<file path="src/rtl/mips_mc_pkg.sv">
// Shared definitions for the multi-cycle MIPS sequencing controller.
// Opcodes, FSM states, datapath select encodings and the control bundle.
package mips_mc_pkg;

    localparam logic [5:0] OP_RTYPE = 6'b000000;
    localparam logic [5:0] OP_LW    = 6'b100011;
    localparam logic [5:0] OP_SW    = 6'b101011;
    localparam logic [5:0] OP_BEQ   = 6'b000100;
    localparam logic [5:0] OP_BNE   = 6'b000101;
    localparam logic [5:0] OP_ADDI  = 6'b001000;
    localparam logic [5:0] OP_J     = 6'b000010;

    typedef enum logic [3:0] {
        FETCH,
        DECODE,
        MEM_ADR,
        MEM_RD,
        MEM_WB,
        MEM_WR,
        EXEC,
        ALU_WB,
        ADDI_EX,
        ADDI_WB,
        BRANCH,
        JUMP
    } state_t;

    typedef enum logic [1:0] {
        ALU_ADD   = 2'b00,
        ALU_SUB   = 2'b01,
        ALU_FUNCT = 2'b10,
        ALU_ADDI  = 2'b11
    } alu_op_t;

    typedef enum logic [1:0] {
        SRCB_RT      = 2'b00,
        SRCB_FOUR    = 2'b01,
        SRCB_IMM     = 2'b10,
        SRCB_IMM_SH2 = 2'b11
    } alu_src_b_t;

    typedef enum logic [1:0] {
        PC_ALU    = 2'b00,
        PC_ALUOUT = 2'b01,
        PC_JUMP   = 2'b10,
        PC_RSVD   = 2'b11
    } pc_source_t;

    typedef struct packed {
        logic       pc_write;
        logic       pc_write_cond;
        logic       pc_write_cond_ne;
        logic       iord;
        logic       mem_read;
        logic       mem_write;
        logic       ir_write;
        logic       reg_dst;
        logic       mem_to_reg;
        logic       reg_write;
        logic       alu_src_a;
        alu_src_b_t alu_src_b;
        alu_op_t    alu_op;
        pc_source_t pc_source;
        logic       retire;
        logic       illegal_op;
    } ctrl_t;

    function automatic logic is_mem_op(input logic [5:0] op);
        return (op == OP_LW) || (op == OP_SW);
    endfunction

    function automatic logic is_branch(input logic [5:0] op);
        return (op == OP_BEQ) || (op == OP_BNE);
    endfunction

    function automatic logic op_legal(input logic [5:0] op);
        return is_mem_op(op) || is_branch(op) || (op == OP_RTYPE)
            || (op == OP_ADDI) || (op == OP_J);
    endfunction

endpackage

</file>
<file path="src/rtl/mc_output_decode.sv">
// Combinational control decode for the multi-cycle controller.
// Maps current state, opcode and memory ready onto every datapath control.
module mc_output_decode
    import mips_mc_pkg::*;
(
    input  state_t     state,
    input  logic [5:0] opcode,
    input  logic       mem_ready,
    output ctrl_t      ctrl
);

    // Every control defaults low; each state raises only what it needs.
    always_comb begin
        ctrl = '0;
        unique case (state)
            FETCH: begin
                ctrl.mem_read  = 1'b1;
                ctrl.alu_src_b = SRCB_FOUR;
                ctrl.alu_op    = ALU_ADD;
                ctrl.pc_source = PC_ALU;
                ctrl.ir_write  = mem_ready;
                ctrl.pc_write  = mem_ready;
            end
            DECODE: begin
                ctrl.alu_src_b  = SRCB_IMM_SH2;
                ctrl.alu_op     = ALU_ADD;
                ctrl.illegal_op = !op_legal(opcode);
            end
            MEM_ADR: begin
                ctrl.alu_src_a = 1'b1;
                ctrl.alu_src_b = SRCB_IMM;
                ctrl.alu_op    = ALU_ADD;
            end
            MEM_RD: begin
                ctrl.mem_read = 1'b1;
                ctrl.iord     = 1'b1;
            end
            MEM_WB: begin
                ctrl.reg_write  = 1'b1;
                ctrl.mem_to_reg = 1'b1;
                ctrl.retire     = 1'b1;
            end
            MEM_WR: begin
                ctrl.mem_write = 1'b1;
                ctrl.iord      = 1'b1;
                ctrl.retire    = mem_ready;
            end
            EXEC: begin
                ctrl.alu_src_a = 1'b1;
                ctrl.alu_src_b = SRCB_RT;
                ctrl.alu_op    = ALU_FUNCT;
            end
            ALU_WB: begin
                ctrl.reg_write = 1'b1;
                ctrl.reg_dst   = 1'b1;
                ctrl.retire    = 1'b1;
            end
            ADDI_EX: begin
                ctrl.alu_src_a = 1'b1;
                ctrl.alu_src_b = SRCB_IMM;
                ctrl.alu_op    = ALU_ADDI;
            end
            ADDI_WB: begin
                ctrl.reg_write = 1'b1;
                ctrl.retire    = 1'b1;
            end
            BRANCH: begin
                ctrl.alu_src_a        = 1'b1;
                ctrl.alu_src_b        = SRCB_RT;
                ctrl.alu_op           = ALU_SUB;
                ctrl.pc_source        = PC_ALUOUT;
                ctrl.retire           = 1'b1;
                ctrl.pc_write_cond    = (opcode == OP_BEQ);
                ctrl.pc_write_cond_ne = (opcode == OP_BNE);
            end
            JUMP: begin
                ctrl.pc_write  = 1'b1;
                ctrl.pc_source = PC_JUMP;
                ctrl.retire    = 1'b1;
            end
            default: ctrl = '0;
        endcase
    end

endmodule

</file>
<file path="src/rtl/multicycle_control.sv">
// Multi-cycle sequencing FSM for the MIPS core.
// Holds the state register and next-state logic; outputs come from the decoder.
module multicycle_control
    import mips_mc_pkg::*;
(
    input  logic       clk,
    input  logic       rst_n,
    input  logic [5:0] opcode,
    input  logic       mem_ready,
    output logic       pc_write,
    output logic       pc_write_cond,
    output logic       pc_write_cond_ne,
    output logic       iord,
    output logic       mem_read,
    output logic       mem_write,
    output logic       ir_write,
    output logic       reg_dst,
    output logic       mem_to_reg,
    output logic       reg_write,
    output logic       alu_src_a,
    output logic [1:0] alu_src_b,
    output logic [1:0] alu_op,
    output logic [1:0] pc_source,
    output logic       retire,
    output logic       illegal_op
);

    state_t state_r;
    state_t state_nxt;
    ctrl_t  ctrl;
    logic   rdy_gated;

    // Ready is masked during reset so no fetch strobes leak out.
    assign rdy_gated = mem_ready & rst_n;

    // State register; reset drops straight back to FETCH.
    always_ff @(posedge clk or negedge rst_n) begin
        if (!rst_n) state_r <= FETCH;
        else        state_r <= state_nxt;
    end

    // Next-state selection; memory states hold until ready.
    always_comb begin
        state_nxt = state_r;
        unique case (state_r)
            FETCH:   if (mem_ready) state_nxt = DECODE;
            DECODE: begin
                unique case (1'b1)
                    is_mem_op(opcode):   state_nxt = MEM_ADR;
                    (opcode == OP_RTYPE): state_nxt = EXEC;
                    (opcode == OP_ADDI):  state_nxt = ADDI_EX;
                    is_branch(opcode):   state_nxt = BRANCH;
                    (opcode == OP_J):     state_nxt = JUMP;
                    default:             state_nxt = FETCH;
                endcase
            end
            MEM_ADR: state_nxt = (opcode == OP_SW) ? MEM_WR : MEM_RD;
            MEM_RD:  if (mem_ready) state_nxt = MEM_WB;
            MEM_WB:  state_nxt = FETCH;
            MEM_WR:  if (mem_ready) state_nxt = FETCH;
            EXEC:    state_nxt = ALU_WB;
            ALU_WB:  state_nxt = FETCH;
            ADDI_EX: state_nxt = ADDI_WB;
            ADDI_WB: state_nxt = FETCH;
            BRANCH:  state_nxt = FETCH;
            JUMP:    state_nxt = FETCH;
            default: state_nxt = FETCH;
        endcase
    end

    mc_output_decode u_dec (
        .state     (state_r),
        .opcode    (opcode),
        .mem_ready (rdy_gated),
        .ctrl      (ctrl)
    );

    assign pc_write         = ctrl.pc_write;
    assign pc_write_cond    = ctrl.pc_write_cond;
    assign pc_write_cond_ne = ctrl.pc_write_cond_ne;
    assign iord             = ctrl.iord;
    assign mem_read         = ctrl.mem_read;
    assign mem_write        = ctrl.mem_write;
    assign ir_write         = ctrl.ir_write;
    assign reg_dst          = ctrl.reg_dst;
    assign mem_to_reg       = ctrl.mem_to_reg;
    assign reg_write        = ctrl.reg_write;
    assign alu_src_a        = ctrl.alu_src_a;
    assign alu_src_b        = ctrl.alu_src_b;
    assign alu_op           = ctrl.alu_op;
    assign pc_source        = ctrl.pc_source;
    assign retire           = ctrl.retire;
    assign illegal_op       = ctrl.illegal_op;

endmodule

</file>
<file path="config.mk">
export PLATFORM = sky130hd
export DESIGN_NAME = multicycle_control
export DESIGN_NICKNAME = d
export VERILOG_FILES = /design/src/rtl/mips_mc_pkg.sv /design/src/rtl/mc_output_decode.sv /design/src/rtl/multicycle_control.sv
export SDC_FILE = /design/constraint.sdc
export NUM_CORES = 1
export LEC_CHECK = 0
export ABC_AREA = 1
export CORE_UTILIZATION = 40
export CTS_CLUSTER_DIAMETER = 200
export DETAILED_ROUTE_END_ITERATION = 8
export GPL_TIMING_DRIVEN = 0
export PLACE_DENSITY = 0.78
export RECOVER_POWER = 100
export SLEW_MARGIN = 20
export SYNTH_ARGS = -nofsm -noshare
export SYNTH_HDL_FRONTEND = slang
export SYNTH_SLANG_ARGS = --single-unit
</file>
<file path="constraint.sdc">
create_clock -name clk -period 1.65 [get_ports clk]
set_input_delay 0.4125 -clock clk [delete_from_list [all_inputs] [get_ports clk]]
set_output_delay 0.4125 -clock clk [all_outputs]
set_load 0.005 [all_outputs]
</file>
# Word-level counts from Yosys, hierarchy flattened
# Cells that the tools add are included.
[totals]
ff_bits = 4
out_inout_bits = 19
[classes]
eq_ne = 20
mux = 20
bitwise = 1
n_reduce_logical = 15
[op_table]
columns = ["operator", "count"]
rows = [
  ["$pmux 4 s7", 1],
  ["$pmux 4 s6", 1],
  ["$pmux 4 s5", 1],
  ["$eq 4x3->1 const B", 4],
  ["$eq 4x4->1 const B", 4],
  ["$eq 6x3->1 const B", 2],
  ["$eq 6x6->1 const B", 2],
  ["$mux 4", 3],
  ["$mux 1", 9],
  ["$eq 4x2->1 const B", 2],
  ["$eq 6x2->1 const B", 1],
  ["$eq 6x4->1 const B", 1],
  ["$logic_not 6->1", 1],
  ["$logic_or 1x1->1", 6],
  ["$ne 2x2->1 const B", 3],
  ["$reduce_or 5->1", 1],
  ["$eq 4x1->1 const B", 1],
  ["$logic_not 4->1", 1],
  ["$pmux 1 s2", 2],
  ["$pmux 2 s2", 1],
  ["$reduce_or 2->1", 2],
  ["$reduce_or 4->1", 1],
  ["$mux 3", 1],
  ["$reduce_and 3->1", 1],
  ["4 further kinds", 4],
]

# Depth between registers and ports, before layout
# Gate-level depths: netlist of run 1.
[depth]
word_depth = 8
depth_mapped = 8
depth_no_buf = 8

# By module
# A second synthesis of run 1 with hierarchy kept.
[hier_totals]
cells_unflattened = 136
area_unflattened_um2 = 674.4
[modules_own_cells]
columns = ["module", "instances", "cells_each", "area_per_inst_um2", "seq_area_each_um2"]
rows = [
  ["multicycle_control", 1, 72, 399.1, 100.1],
  ["mc_output_decode", 1, 64, 275.3, 0.0],
]

# Worst setup path after synthesis of run 1
# No wires, ideal clock.
[synth_timing]
kind = "reg-to-output"
startpoint = "register state_r[2]"
endpoint = "output port alu_src_a"
arrival_ps = 1015
t_required_ps = 1237
setup_slack_ps = 223
stages_incl_launch_ff = 8
path_buffers = 0
path_cell_list = "dfrtp_1 inv_2 nand2_4 nor2_1 nand2_1 o21ai_2 nor2_1 nand2_1"
[synth_between]
elab_chain_cells = 3
word_cells_on_any_way = 6
classes_between = "4 x eq/ne; 1 x mux; 1 x reduce/logical"
[synth_lines]
columns = ["item", "line", "text"]
rows = [
  ["start: declaration", "multicycle_control.sv:28", "state_t state_r;"],
  ["start signal: assignment", "multicycle_control.sv:39", "else state_r <= state_nxt;"],
  ["$eq 4x2->1 (tied with other cells)", "mc_output_decode.sv:15", "unique case (state)"],
  ["$reduce_or 4->1 (no line) (*)", "-", ""],
  ["$mux 1 (*)", "mc_output_decode.sv:15", ""],
  ["end: declaration", "multicycle_control.sv:20", "output logic alu_src_a,"],
]
# Every way passes the cells marked *; elsewhere a longest branch is shown, timed or not.

# Worst setup path in the final report of run 1
[layout_timing]
startpoint = "register state_r[0]"
endpoint = "output port alu_src_b[1]"
[layout_between]
elab_chain_cells = 2
word_cells_on_any_way = 7
classes_between = "5 x eq/ne; 1 x mux; 1 x reduce/logical"
[layout_lines]
columns = ["item", "line", "text"]
rows = [
  ["$eq 4x4->1 (tied with other cells)", "mc_output_decode.sv:15", ""],
  ["$pmux 4 s6 (*)", "mc_output_decode.sv:15", ""],
  ["end: declaration", "multicycle_control.sv:21", "output logic [1:0] alu_src_b,"],
]
# Marked as above.

==> metrics, run 1 <==
hpwl dp=1.26 mm; Die X=40.8 microns; critical path, cell by cell=buf_6 -> nand2_4 -> nor2_4 -> buf_4 -> buf_6 -> nor2_4 -> nand2_1 -> buf_2; number of setup violations in the final report=16; via density per instance=5.87; setup slack, reg-to-reg=0.19 ns; gp weighted congestion=0.842; largest net degree at the start of global routing=6; Leakage Power=0.683 nW; synth top area cells=dfrtp_1 (17%), nand2_1 (14%), nor2_1 (14%); Max Cap Viol=0; Cell Pwr Density=1590 mW/mm^2; antenna violations before repair=0; Worst-Margin Slew=0.252 ns; Pwr Total=2.00 mW; share of Yosys cell area claimed by the top area cell type=16.6%; Top Registers=state_r (4); Synthesized Nets=111; Die Y=40.8 microns; Worst Setup End Kind=output port; reg2reg start=state_r[0]; remaining routing DRC violations=0; # fillers=48; clock tree root buffer cell=clkbuf_4; CTS tree=built; min cycle time layout=1.97 ns; delay of the slowest critical-path stage=0.46 ns; Syn Inst Count=102; Reg clk slew, reported paths=0.04 ns; routed wire length=3.64 mm; failing checks=negative setup slack; Final Max Slew Viols=0; nets=175; share of layout cells above drive strength 1=63.4%; Setup Skew=0.0105 ns; worst hold slack=0.106 ns; post-synthesis cell type count=20; WP data required=1.24 ns; clock sinks=4; startpoint types=flip-flop; worst skew pair latency=0.26 ns; drt pass-1 iters=5; Diodes inserted=0; Largest Register=state_r; CP Max Fanout=4; area grow syn2layout=109%; Rows=13; VDD IR max=0.913 mV; Overall Global Routing Usage=33.3%; Crit path max-delay family=buffers and inverters; Mean Syn Cell Area=5.91 sq um; first-pass GRT wire length=3.55 mm; Largest register FFs=4; Core ar.=0.00135 sq mm; Final Cycle Share=120%; Starting Density=44.7%; full die area=0.00167 sq mm; Fin. Hold Viols=0; wire length per cell=20.3 microns; post-synthesis sequential area ratio=16.6%; unrepaired setup endpoints after global routing=yes; post-placement cell count=144; H-tree depth=1; final core occ=93.2%; r2r endpoint=state_r[0]; number of global-route vias before repair=826; post-route insts no fill=179; slew margin rel.=83.2%; setup total negative slack=-2.73 ns; DRT iter0 DRCs=71; Buf+Inv Stages, Crit Path=4; Synth area leader=dfrtp_1; Crit Path Class=flip-flop to output port; grt total ovfl=0; Max clock buf depth=2; IO Port Bufs=27; Synth Warn #=0; type of the most critical hold path=input pin to async pin; antenna-violating nets left=0; fmax=0.507 GHz; Yosys reg bits=4; Worst EP arrival=1.56 ns; status=finished with violations; Worst Setup Slack, final=-0.323 ns; placed inst area=892 sq um; via count=1051; CTS Buf Count=3; CP max-delay cell=dfrtp_2; worst r2r path cells=10; Finished Cell Area=0.00126 sq mm; Hold Buf Count CTS=0; worst slack at placement=-0.669 ns; Ports=28; post-synthesis instance area=603 sq um
-- what timing repair did --
item | 4_1_cts | 5_1_grt
resized for setup | 106 | 26
pin swaps | 23 | 10
endpoints found under the setup margin | 19 | 19
buffers inserted | 24 | 9
-- synth_stat cells (all sizes together) --
library cell	n
o22ai	1
a2bb2oi	1
dfrtp	4
nor2	27
o221ai	1
nor3	1
nand3	11
nand2	32
inv	18
a21oi	2
o21ai	3
nand4	1
-- layer usage --
layer	vias to the layer above	share of wire, %	routed length [microns]	global-route usage, %
met4	0	6.5	236	10.8
li1	442	-	-	-
met3	35	10	375	7.61
met5	-	0	0	0
met2	103	47	1730	59.8
met1	471	36	1300	38.2
-- layout make-up --
class	instances	area, sq um	share of cell area [%]
multi-input cells	80	552	43.8
repair buffers	59	487	38.7
flip-flops and latches	4	104	8.25
inverters	18	75.1	5.96
clock buffers	3	22.5	1.79
well taps	15	18.8	1.49
-- power by group --
part           internal (mW)  total (mW)  leakage (nW)  switching, mW
clock                 0.0821       0.134        0.0138         0.0515
sequential             0.136       0.204        0.0488         0.0680
combinational          0.812        1.66         0.620          0.851
-- how the worst max path moves through the flow --
stage	start	to	slack, ns	cells past startpoint
2_1_floorplan	state_r[2]	alu_src_a	0.22	7
3_3_place_gp	opcode[4]	illegal_op	-0.65	6
3_5_place_dp	opcode[4]	illegal_op	-0.67	6
4_1_cts	state_r[3]	illegal_op	-0.20	7
5_1_grt	state_r[0]	alu_src_b[1]	-0.32	8
6_report	state_r[0]	alu_src_b[1]	-0.32	8
-- worst register-to-register path, stage by stage, from the launching register on --
cell and delay, ns:
dfrtp_2 0.45, buf_6 0.13, nand2_4 0.06, buf_4 0.14, inv_2 0.07, nand2_4 0.08
buf_4 0.15, nand3_4 0.08, nand2_2 0.06, nand2_1 0.09, nand2_1 0.05
-- placed cells by master, fill, tap and decap left out, drive strengths merged --
cell type,n
buf,47
nand2,32
nor2,27
inv,18
nand3,11
dlygate4sd2,7
clkbuf,5
dfrtp,4
o21ai,3
a21oi,2
clkdlybuf4s15,2
o221ai,1
o22ai,1
nor3,1
a2bb2oi,1
nand4,1
clkdlybuf4s50,1
-- logic make-up after synthesis --
logic type | share of synthesized area [%]
simple gates | 63.5
flops | 16.6
compound gates | 8.72
buf+inv | 11.2
(Power assumes the default switching activity.)
==> run 2, diff against run 1 <==
- CORE_UTILIZATION: 40 -> 42
- GPL_ROUTABILITY_DRIVEN: unset -> 0
- PLACE_DENSITY: 0.78 -> 0.79
- SYNTH_HIERARCHICAL: unset -> 1
==> metrics, run 2 <==
worst skew pair latency=0.26 ns (about the same); Synth area leader=nand2_1; setup total negative slack=-1.13 ns (+1.59 ns); Largest register FFs=4 (unchanged); drt pass-1 iters=4 (-1); Starting Density=44.8% (+0.096 points); CTS tree=built; area grow syn2layout=86.1%; antenna-violating nets left=0 (unchanged); Die X=42.1 microns (+3.0%); grt total ovfl=0 (unchanged); reg2reg start=state_r[3]; worst hold slack=0.540 ns (+0.434 ns); IO Port Bufs=27 (unchanged); most frequent cells in the layout=nand2_1 (27), inv_1 (19), nor2_1 (18); Critical Path Source=state_r[1]; unrepaired setup endpoints after global routing=yes; DRT iter0 DRCs=24 (-66%); Max clock buf depth=2 (unchanged); fmax=0.551 GHz (+8.8%); min cycle time layout=1.81 ns (-0.159 ns); final core occ=83.3% (-9.9 points); remaining routing DRC violations=0 (unchanged); Worst Setup End Kind=output port; clock tree root buffer cell=clkbuf_4; CP Max Fanout=5 (+1); Mean Syn Cell Area=4.96 sq um (-16%); Finished Cell Area=0.00125 sq mm (-0.30%); first-pass GRT wire length=3.97 mm (+12%); wire length per cell=13.7 microns (-33%); routed wire length=2.80 mm (-23%); Setup Skew=0.0129 ns (+0.00238 ns); Worst Setup Slack, final=-0.164 ns (+0.159 ns); Top Registers=state_r (4); Post-synth ARST share=100% (unchanged); share of Yosys cell area claimed by the top area cell type=20.6% (+4.0 points); CP max-delay cell=dfrtp_2; post-synthesis cell type count=18 (-10%); EDFF count, synth=0 (unchanged); nets=200 (+14%); Rows=14 (+1); status=finished with violations; Reg clk slew, reported paths=0.04 ns (about the same); Cell Pwr Density=1590 mW/mm^2 (+0.38%); share of layout cells above drive strength 1=50.3% (-13 points); worst slack at placement=-0.671 ns (-0.00265 ns); Die Y=42.1 microns (+3.0%); via count=1061 (+0.95%); placed inst area=965 sq um (+8.1%); Ports=28 (unchanged); clock sinks=4 (unchanged); Leakage Power=0.724 nW (+6.1%); startpoint types=flip-flop; Worst EP arrival=1.40 ns (-0.16 ns); Synthesized Nets=145 (+31%); antenna violations before repair=0 (unchanged); number of setup violations in the final report=14 (-2); number of global-route vias before repair=904 (+9.4%); synth cell count leaders=nand2_1 (37), nor2_1 (27), inv_1 (26); Worst-Margin Slew=0.235 ns (-0.0167 ns); WP data required=1.24 ns (about the same); synth top area cells=nand2_1 (21%), nor2_1 (15%), dfrtp_1 (15%); Crit Path Class=flip-flop to output port; H-tree depth=1 (unchanged); failing checks=negative setup slack; VDD IR max=1.21 mV (+32%); via density per instance=5.18 (-12%); hpwl dp=1.45 mm (+16%); post-synthesis instance area=674 sq um (+12%); Largest Register=state_r; Diodes inserted=0 (unchanged); Final Cycle Share=110% (-9.7 points); Syn Inst Count=136 (+33%); critical path, cell by cell=buf_6 -> nor2_4 -> inv_1 -> nand2_1 -> nand3_1 -> buf_2; Overall Global Routing Usage=29.5% (-3.8 points); post-synthesis sequential area ratio=14.8% (-1.8 points); commonest non-fill, non-tap cell in the layout=nand2_1; Post-synth top flop=dfrtp_1; CTS Buf Count=3 (unchanged); Yosys reg bits=4 (unchanged); largest net degree at the start of global routing=7 (+1); # fillers=88 (+83%); slew margin rel.=84.3% (+1.1 points); Fin. Hold Viols=0 (unchanged); Core ar.=0.00151 sq mm (+12%); full die area=0.00177 sq mm (+6.2%); delay of the slowest critical-path stage=0.45 ns (about the same); Max Cap Viol=0 (unchanged); Synth Warn #=6 (+6); Final Max Slew Viols=0 (unchanged); count leader, synth=nand2_1; type of the most critical hold path=input pin to async pin
[run 2: cell types whose count changed in the layout (fill, tap and decap cells not counted), moves of 4 or more]
cell     delta
nor2_1      +7
buf_4       -6
nand2_1     +7
inv_1      +12
o21ai_1     +4
nand2_2     +4
[run 2: timing repair]
action | CTS | global route
hold buffers | 0 | 1
hold endpoints to repair | 0 | 4
resized for setup | 122 | 27
endpoints found under the setup margin | 19 | 19
buffers inserted | 19 | 3
pin swaps | 11 | 9
cloned | 0 | 0
[run 2: worst paths after layout]
kind / to / slack, ns / cells past startpoint
worst max-delay path: retire / -0.16 / 6
worst min-delay path: state_r[3] / 0.54 / 2
worst max register to register: state_r[1] / 0.08 / 10
worst min register to register: state_r[2] / 0.81 / 3
max in group asynchronous: state_r[0] / 0.91 / 2
min in group clk: state_r[2] / 0.67 / 4
[run 2: critical path: cells and delay by family, from the launching register on]
family,cells,cell delay (ns)
DFF,1,0.45
buffers and inverters,3,0.38
and+or+nand+nor,3,0.32
[run 2: metal layers]
metal  global-route usage [%]  share of wire, %  up-vias
li1                         -                 -      518
met1                     32.8                41      502
met2                     54.1                51       33
met3                     6.03               5.4        8
met4                     12.5               2.6        0
met5                        0                 0        -
[run 2: power breakdown]
part / internal [mW] / total [mW] / leakage, nW / switching (mW)
clock: 0.0821 / 0.135 / 0.0138 / 0.0529
combinational: 0.751 / 1.62 / 0.663 / 0.870
sequential: 0.144 / 0.245 / 0.0474 / 0.101
[run 2: metrics by stage]
stage	total power, mW	instances
floorplan	0.788	136
global placement	1.20	179
detailed placement	1.23	179
CTS	1.69	201
global route	2.12	205
finish	2.00	205
[run 2: kinds of logic after synthesis]
family	share of synthesized area, %
AOI/OAI and AO/OA	11.9
buffers and inverters	17.3
DFF	14.8
and+or+nand+nor	56.0
[run 2: cell type report]
class,count,area [sq um],share of cell area (%)
clock buffers,3,22.5,1.79
inverters,31,126,10.1
multi-input cells,101,583,46.5
flip-flops and latches,4,105,8.37
well taps,16,20.0,1.60
repair buffers,50,398,31.7
==> run 3, diff against run 2 <==
- CORE_MARGIN: unset -> 3
==> metrics, run 3 (synthesis results as in run 2) <==
WP depth=7 (+1); Critical Path Source=state_r[3]; r2r endpoint=state_r[1]; fmax=0.556 GHz (+0.83%); Leakage Power=0.694 nW (-4.1%); Overall Global Routing Usage=26.6% (-3.0 points); remaining routing DRC violations=0 (unchanged); setup slack, reg-to-reg=-0.02 ns (-0.10 ns); clock sinks=4 (unchanged); Worst EP arrival=1.39 ns (about the same); final core occ=86.4% (+3.1 points); Worst Setup End Kind=output port; commonest non-fill, non-tap cell in the layout=nand2_1; H-tree depth=1 (unchanged); Buf+Inv Stages, Crit Path=3 (unchanged); CP max-delay cell=dfrtp_2; Die Y=46.1 microns (+9.5%); Max Cap Viol=0 (unchanged); Die X=46.1 microns (+9.5%); share of layout cells above drive strength 1=53.2% (+2.9 points); Core ar.=0.00140 sq mm (-7.1%); CP endpoint=illegal_op; met2 GRT Util=50.8% (-3.2 points); Int Power=0.928 mW (-5.1%); antenna violations before repair=0 (unchanged); largest net degree at the start of global routing=7 (unchanged); via count=1162 (+9.5%); Top Registers=state_r (4); worst r2r path cells=10 (unchanged); number of global-route vias before repair=994 (+10%); status=finished with violations; Diodes inserted=0 (unchanged); Combinational Power Share=82.4% (+1.4 points); grt total ovfl=0 (unchanged); wire length per cell=15.7 microns (+15%); # fillers=82 (-6.8%); WP data required=1.24 ns (about the same); Sw Ratio=51.9% (+0.69 points); critical path, cell by cell=buf_6 -> nor2_4 -> inv_2 -> nor2_2 -> nand2_1 -> a21oi_2 -> buf_2; Cell Pwr Density=1590 mW/mm^2 (about the same); CP Max Fanout=4 (-1); reg2reg start=state_r[3]; Worst Setup Slack, final=-0.149 ns (+0.0149 ns); GR peak layer=met2; routed wire length=3.21 mm (+15%); Fin. Hold Viols=0 (unchanged); first-pass GRT wire length=4.23 mm (+6.6%); GR Util met3=3.13% (-2.9 points); startpoint types=flip-flop; failing checks=negative setup slack; Largest Register=state_r; unrepaired setup endpoints after global routing=yes; Final Cycle Share=109% (-0.90 points); number of setup violations in the final report=14 (unchanged); Sw Pwr=1.00 mW (-2.4%); min cycle time layout=1.80 ns (-0.0149 ns); Crit Path Class=flip-flop to output port; full die area=0.00212 sq mm (+20%); drt pass-1 iters=4 (unchanged); worst skew pair latency=0.24 ns (-0.02 ns); antenna-violating nets left=0 (unchanged); delay of the slowest critical-path stage=0.44 ns (about the same); Reg clk slew, reported paths=0.04 ns (about the same); post-placement cell count=178 (-0.56%); hpwl dp=1.51 mm (+3.8%); DRT iter0 DRCs=74 (+210%); Rows=13 (-1); Seq pwr share=11.3% (-0.9 points); CTS Buf Count=3 (unchanged); Max clock buf depth=2 (unchanged); VDD IR max=1.08 mV (-10%); clock tree root buffer cell=clkbuf_4; Largest register FFs=4 (unchanged); via density per instance=5.67 (+9.5%); nets=201 (+0.50%); slew margin rel.=78.5% (-5.7 points); Worst-Margin Slew=0.321 ns (+0.0857 ns); M1 GR Usage=29.3% (-3.5 points); Setup Skew=0.0103 ns (-0.00264 ns); area grow syn2layout=79.2%; Ports=28 (unchanged); clock power share=6.4% (-0.3 points); Starting Density=48.2% (+3.4 points); Final Max Slew Viols=0 (unchanged); IO Port Bufs=27 (unchanged); CTS tree=built; post-route insts no fill=205 (unchanged); type of the most critical hold path=input pin to async pin; most frequent cells in the layout=nand2_1 (30), nor2_1 (20), buf_2 (18); Crit path max-delay family=flip-flops
[run 3: cell type report]
| class | instances | area, sq um | share of cell area [%] |
|---|---|---|---|
| Inverter | 31 | 121 | 10.0 |
| Tap cell | 15 | 18.8 | 1.55 |
| Timing Repair Buffer | 51 | 390 | 32.3 |
| Clock buffer | 3 | 22.5 | 1.86 |
| Sequential cell | 4 | 105 | 8.70 |
| Multi-Input combinational cell | 101 | 551 | 45.5 |
[run 3: how the worst min path moves through the flow]
stage / start / end / slack, ns / cells past startpoint
6_report: rst_n / state_r[2] / 0.17 / 1
5_1_grt: rst_n / state_r[3] / 0.18 / 1
4_1_cts: rst_n / state_r[3] / 0.09 / 1
3_5_place_dp: rst_n / state_r[3] / 0.64 / 1
3_3_place_gp: rst_n / state_r[3] / 0.63 / 1
2_1_floorplan: rst_n / state_r[0] / 0.12 / 0
[run 3: worst register-to-register path, cell delays in order, from the launching register on]
cell and delay [ns]:
dfrtp_2 0.44, buf_6 0.14, buf_4 0.13, buf_4 0.14, inv_2 0.09, nand2_2 0.09, nor2_1 0.27, nand2_1 0.09
nor2_1 0.09, nor2_1 0.05, nand3_1 0.06
[run 3: per-layer routing]
| layer | vias to the layer above | routed length, microns |
|---|---|---|
| met2 | 86 | 1630 |
| met4 | 0 | 160 |
| li1 | 521 | - |
| met1 | 535 | 1160 |
| met3 | 20 | 256 |
| met5 | - | 0 |
[run 3: power by group through the flow]
stage | combinational (mW) | sequential (mW) | clock, mW
after floorplan | 0.576 | 0.212 | 0
after global routing | 1.69 | 0.220 | 0.138
final | 1.59 | 0.217 | 0.122
after CTS | 1.35 | 0.208 | 0.125
after global placement | 0.978 | 0.236 | 0
after detailed placement | 1.00 | 0.236 | 0
[run 3: repair_timing]
| item | 4_1_cts | 5_1_grt |
|---|---|---|
| setup buffers | 19 | 6 |
| endpoints found under the setup margin | 19 | 18 |
| hold buffers | 0 | 0 |
| resized for setup | 133 | 15 |
| pin swaps | 11 | 10 |
[run 3: through the flow]
| stage | setup TNS (ns) | worst slack [ns] | instance area, sq um | hold WS (ns) | total power [mW] |
|---|---|---|---|---|---|
| final | -0.967 | -0.149 | 1210 | 0.175 | 1.93 |
| after global routing | -1.90 | -0.183 | 1210 | 0.182 | 2.05 |
| after CTS | -0.402 | -0.116 | 1150 | 0.0892 | 1.68 |
| after detailed placement | -6.17 | -0.649 | 963 | 0.641 | 1.24 |
| after global placement | -5.90 | -0.641 | 963 | 0.633 | 1.21 |
| after floorplan | 0 | 0.312 | 674 | 0.117 | 0.788 |
